$ cat src/rtl/adder_n_pkg.sv
// Shared width constants for the adder_n ripple-carry adder.
package adder_n_pkg;

    localparam int ADDER_N_DEFAULT_W = 4;
    localparam int ADDER_N_MAX_W     = 64;

endpackage

$ cat src/rtl/adder_n_full_adder.sv
// One-bit full adder cell used as the ripple stage of adder_n.
module full_adder (
    input  logic a,
    input  logic b,
    input  logic c_in,
    output logic sum,
    output logic c_out
);

    assign sum   = a ^ b ^ c_in;
    assign c_out = (a & b) | (a & c_in) | (b & c_in);

endmodule

$ cat src/rtl/adder_n.sv
// N-bit ripple-carry adder: {c_out, sum} = a + b + c_in.
// Define ADDER_N_OUTPUT_REG_EN to register the outputs (1-cycle latency, async active-low reset).
module adder_n
    import adder_n_pkg::*;
#(
    parameter int N = ADDER_N_DEFAULT_W
) (
    input  logic         clk,
    input  logic         rst_n,
    input  logic [N-1:0] a,
    input  logic [N-1:0] b,
    input  logic         c_in,
    output logic         c_out,
    output logic [N-1:0] sum
);

    if (N < 1 || N > ADDER_N_MAX_W) begin : g_bad_width
        $fatal(1, "adder_n: N=%0d outside legal range 1..%0d", N, ADDER_N_MAX_W);
    end

    logic [N:0]   carry;
    logic [N-1:0] sum_c;

    assign carry[0] = c_in;

    for (genvar i = 0; i < N; i++) begin : g_cell
        full_adder u_fa (
            .a     (a[i]),
            .b     (b[i]),
            .c_in  (carry[i]),
            .sum   (sum_c[i]),
            .c_out (carry[i+1])
        );
    end

`ifdef ADDER_N_OUTPUT_REG_EN
    logic [N-1:0] sum_d;
    logic [N-1:0] sum_q;
    logic         c_out_d;
    logic         c_out_q;

    always_comb begin
        sum_d   = sum_c;
        c_out_d = carry[N];
    end

    always_ff @(posedge clk or negedge rst_n) begin
        if (!rst_n) begin
            sum_q   <= '0;
            c_out_q <= 1'b0;
        end else begin
            sum_q   <= sum_d;
            c_out_q <= c_out_d;
        end
    end

    assign sum   = sum_q;
    assign c_out = c_out_q;
`else
    // Clock and reset have no role in the combinational build.
    logic unused_clk_rst;
    assign unused_clk_rst = clk ^ rst_n;

    assign sum   = sum_c;
    assign c_out = carry[N];
`endif

endmodule

$ cat config.mk
export PLATFORM = sky130hd
export DESIGN_NAME = adder_n
export DESIGN_NICKNAME = d
export VERILOG_FILES = /design/src/rtl/adder_n_pkg.sv /design/src/rtl/adder_n_full_adder.sv /design/src/rtl/adder_n.sv
export SDC_FILE = /design/constraint.sdc
export NUM_CORES = 1
export LEC_CHECK = 0
export CAP_MARGIN = 20
export CORE_AREA = 2 2 39 41
export DETAILED_ROUTE_END_ITERATION = 6
export DIE_AREA = 0 0 41 43
export RECOVER_POWER = 100
export SYNTH_ARGS = -nofsm -noshare
export SYNTH_HDL_FRONTEND = slang
export SYNTH_SLANG_ARGS = --single-unit
$ cat constraint.sdc
create_clock -name vclk -period 7.1
set_clock_uncertainty 0.05 [all_clocks]
set_input_delay 1.42 -clock vclk [all_inputs]
set_output_delay 1.42 -clock vclk [all_outputs]
set_load 0.01 [all_outputs]
## After elaboration in Yosys (flattened, before gate mapping)

Index checks and enable logic that the tools add are counted.

| storage, ports and cells | value |
|---|---|
| register bits after elaboration | 0 |
| bits in latches | 0 |
| RAM bits | 0 |
| memory bits (read-only) | 0 |
| input bits | 11 |
| memories kept | 0 |

| operators by class | value |
|---|---|
| $add $sub $neg | 0 |
| $mul | 0 |
| divide/modulo/power cells | 0 |
| order comparisons | 0 |
| equality and inequality tests | 0 |
| shifts and indexed selects | 0 |
| multiplexer cells | 0 |
| bitwise operators | 28 |
| reduce and logical (&&, ||, !) cells | 0 |

Operators by type and width:

| cell | number |
|---|---|
| $and 1x1->1 | 12 |
| $or 1x1->1 | 8 |
| $xor 1x1->1 | 8 |

## Depth between registers and ports, before layout

| depth | value |
|---|---|
| depth in word-level cells | 12 |
| gate-level depth with buffers | 9 |
| gate-level depth less buffers | 8 |

## Modules after synthesis

From an unflattened synthesis, not the netlist that was laid out.

| second synthesis, totals | value |
|---|---|
| cells, all modules | 4 |
| area total of the unflattened synthesis | 80.1 um^2 |

By module, submodules not included:

| module | instances | cells an instance | area an instance (um^2) | seq. area each (um^2) |
|---|---|---|---|---|
| full_adder | 4 | 1 | 20.0 | 0.0 |

## Worst setup path before layout

Ideal clock, no wire load.

| timing | value |
|---|---|
| path type | input -> output |
| from | input port a[0] |
| to | output port sum[3] |
| data arrival time | 3.022 ns |
| path slack | 2.608 ns |
| stages | 9 |
| path buffers | 1 |
| cells stage by stage | inv_1 fa_1 inv_1 fa_1 fa_1 inv_1 fa_1 inv_1 buf_4 |

| between the ends | value |
|---|---|
| cells in the longest elaborated chain, start to end | 10 |
| elaborated cells between the ends (all ways) | 13 |

RTL lines:

| item | RTL line | RTL |
|---|---|---|
| start, declared | adder_n.sv:10 | `input logic [N-1:0] a,` |
| $and 1x1->1 | adder_n_full_adder.sv:11 | `assign c_out = (a & b) \| (a & c_in) \| (b & c_in);` |
| $or 1x1->1 * (2 in series) | adder_n_full_adder.sv:11 |  |
| $and 1x1->1 | adder_n_full_adder.sv:11 |  |
| $or 1x1->1 | adder_n_full_adder.sv:11 |  |
| $or 1x1->1 * | adder_n_full_adder.sv:11 |  |
| $and 1x1->1 | adder_n_full_adder.sv:11 |  |
| $or 1x1->1 | adder_n_full_adder.sv:11 |  |
| $or 1x1->1 * | adder_n_full_adder.sv:11 |  |
| $xor 1x1->1 * | adder_n_full_adder.sv:10 | `assign sum = a ^ b ^ c_in;` |
| end, declared | adder_n.sv:14 | `output logic [N-1:0] sum` |

Every way passes the cells marked *; elsewhere a longest branch is shown, timed or not.

## Final worst setup path

Same ends and word-level chain as after synthesis.

==> results_dict.tcl <==
set metrics [dict create \
    die-width_um 41 \
    outcome "finished, final reports clean" \
    drt_iter0_drc 0 \
    netlist-cell-type-count 3 \
    yosysWarningCount 0 \
    grt_overflow_total 0 \
    regArea_um2 0 \
    path_class "input port to primary output" \
    seq_cell_count 0 \
    drc 0 \
    core_um2 1384 \
    num_rows 14 \
    io_pins 16 \
    cp.arrival_ns 3.98 \
    slew-limit-headroom_pct 91.03 \
    grt_pass1_vias 120 \
    rsz0062_at_grt "no" \
    worstPathRequired_ns 5.63 \
    clockBufferCount 0 \
    gp_congestion 0.5846 \
    dp_hpwl_um 283 \
    path_max_fanout 1 \
    hold_depth 3 \
    wl_per_cell_um 6.341 \
    hold_viol 0 \
    synth.avg_cell_area_um2 8.202 \
    grtUsageTotal_pct 3.417 \
    finalCriticalPeriod_ns 5.447 \
    num_antenna_cells 0 \
    port_buffers 14 \
    power_density_nw_per_um2 76.00 \
    clock.fmax_ghz 0.1836 \
    antenna_found_initial 0 \
    vias 128 \
    start_util_pct 10.67 \
    ctsHoldBuffers 0 \
    grt_max_degree 2 \
    cts_resized 0 \
    cap_violations 0 \
    seq_area_frac_synth_pct 0 \
    grt_pass1_wl_um 448 \
    fillers 153 \
    worst_setup_path_end_kind "primary output" \
    instances_no_fill 44 \
    cellLeakagePower_nw 0.1386 \
    totalWireLength_um 279 \
    maxSlewViolCount 0 \
    tightest_slew_ns 0.1341 \
    final.setup.tns_ns 0 \
    syn_to_final_growth_pct 88.13 \
    cp-start-kind "input port" \
    ant_nets 0 \
    period_share_pct 76.72 \
    nets 45 \
    syn_inst 18 \
    post-cts-setup-buffer-count 0 \
    whs_ns 4.025 \
    die_area_um2 1763 \
    dp.cells 44 \
    dr.pass1.iters 1 \
    holdCritPathClass "input port to primary output" \
    dpl_cell_area_um2 277.8 \
    setup_violations 0 \
    final_cell_area_um2 277.8 \
    synth_area_um2 147.6 \
    synth_nets 33 \
    ir_drop_mv 0.03028 \
    drive_gt1_share_pct 0 \
    viasPerCell 2.909 \
    fp.dieH_um 43 \
]
-- cell usage after synthesis, drive strengths merged --
| library cell | instances | share of area (%) |
|---|---|---|
| buf | 4 | 20 |
| fa | 4 | 54 |
| inv | 10 | 25 |
-- path summary, 6_finish.rpt --
check / end / slack, ns / from
worst max-delay path: sum[3] / 1.65 / a[0]
worst min-delay path: sum[2] / 4.03 / b[2]
-- stage by stage --
stage	total power [W]	util (%)	worst slack, ns
after floorplan	0.00001360	-	2.608
after global placement	0.00002312	20.07	1.724
after detailed placement	0.00002369	20.07	1.699
after CTS	0.00002385	20.07	1.687
after global routing	0.00002376	20.07	1.499
final	0.00002111	20.07	1.653
-- routing by layer --
metal / track usage [%] / wire, um
met5: 0 / 0
met4: 0 / 0
met3: 0 / 74
met2: 6.250 / 102
met1: 4.516 / 103
-- logic make-up (layout without fill, tap and decap cells) --
group / after synthesis / in the layout / share of synthesized area (%)
adders and majority gates: 4 / 4 / 54.24
buffers and inverters: 14 / 24 / 45.77
-- critical path, stage by stage --
cell             delay [ns]
clkdlybuf4s50_1        0.40
inv_1                  0.08
fa_1                   0.17
inv_1                  0.05
fa_1                   0.37
fa_1                   0.36
inv_1                  0.07
fa_1                   0.40
inv_1                  0.06
dlygate4sd3_1          0.60
-- report_power, final --
part,total (W),switching [W],internal (W)
clock network,0,0,0
logic,0.0000211,0.00000835,0.0000128
registers,0,0,0
total,0.0000211,0.00000835,0.0000128
-- cell type report --
class / count / area (um^2) / share of cell area, %
inverters: 10 / 37.54 / 13.51
multi-input cells: 4 / 80.08 / 28.83
repair buffers: 14 / 140.1 / 50.45
well taps: 16 / 20.02 / 7.207
-- cell usage in the layout, fill, tap and decap left out --
| cell | instances |
|---|---|
| dlygate4sd3_1 | 5 |
| fa_1 | 4 |
| clkdlybuf4s50_1 | 9 |
| inv_1 | 10 |
No activity file was read; power rests on OpenSTA's default activity.
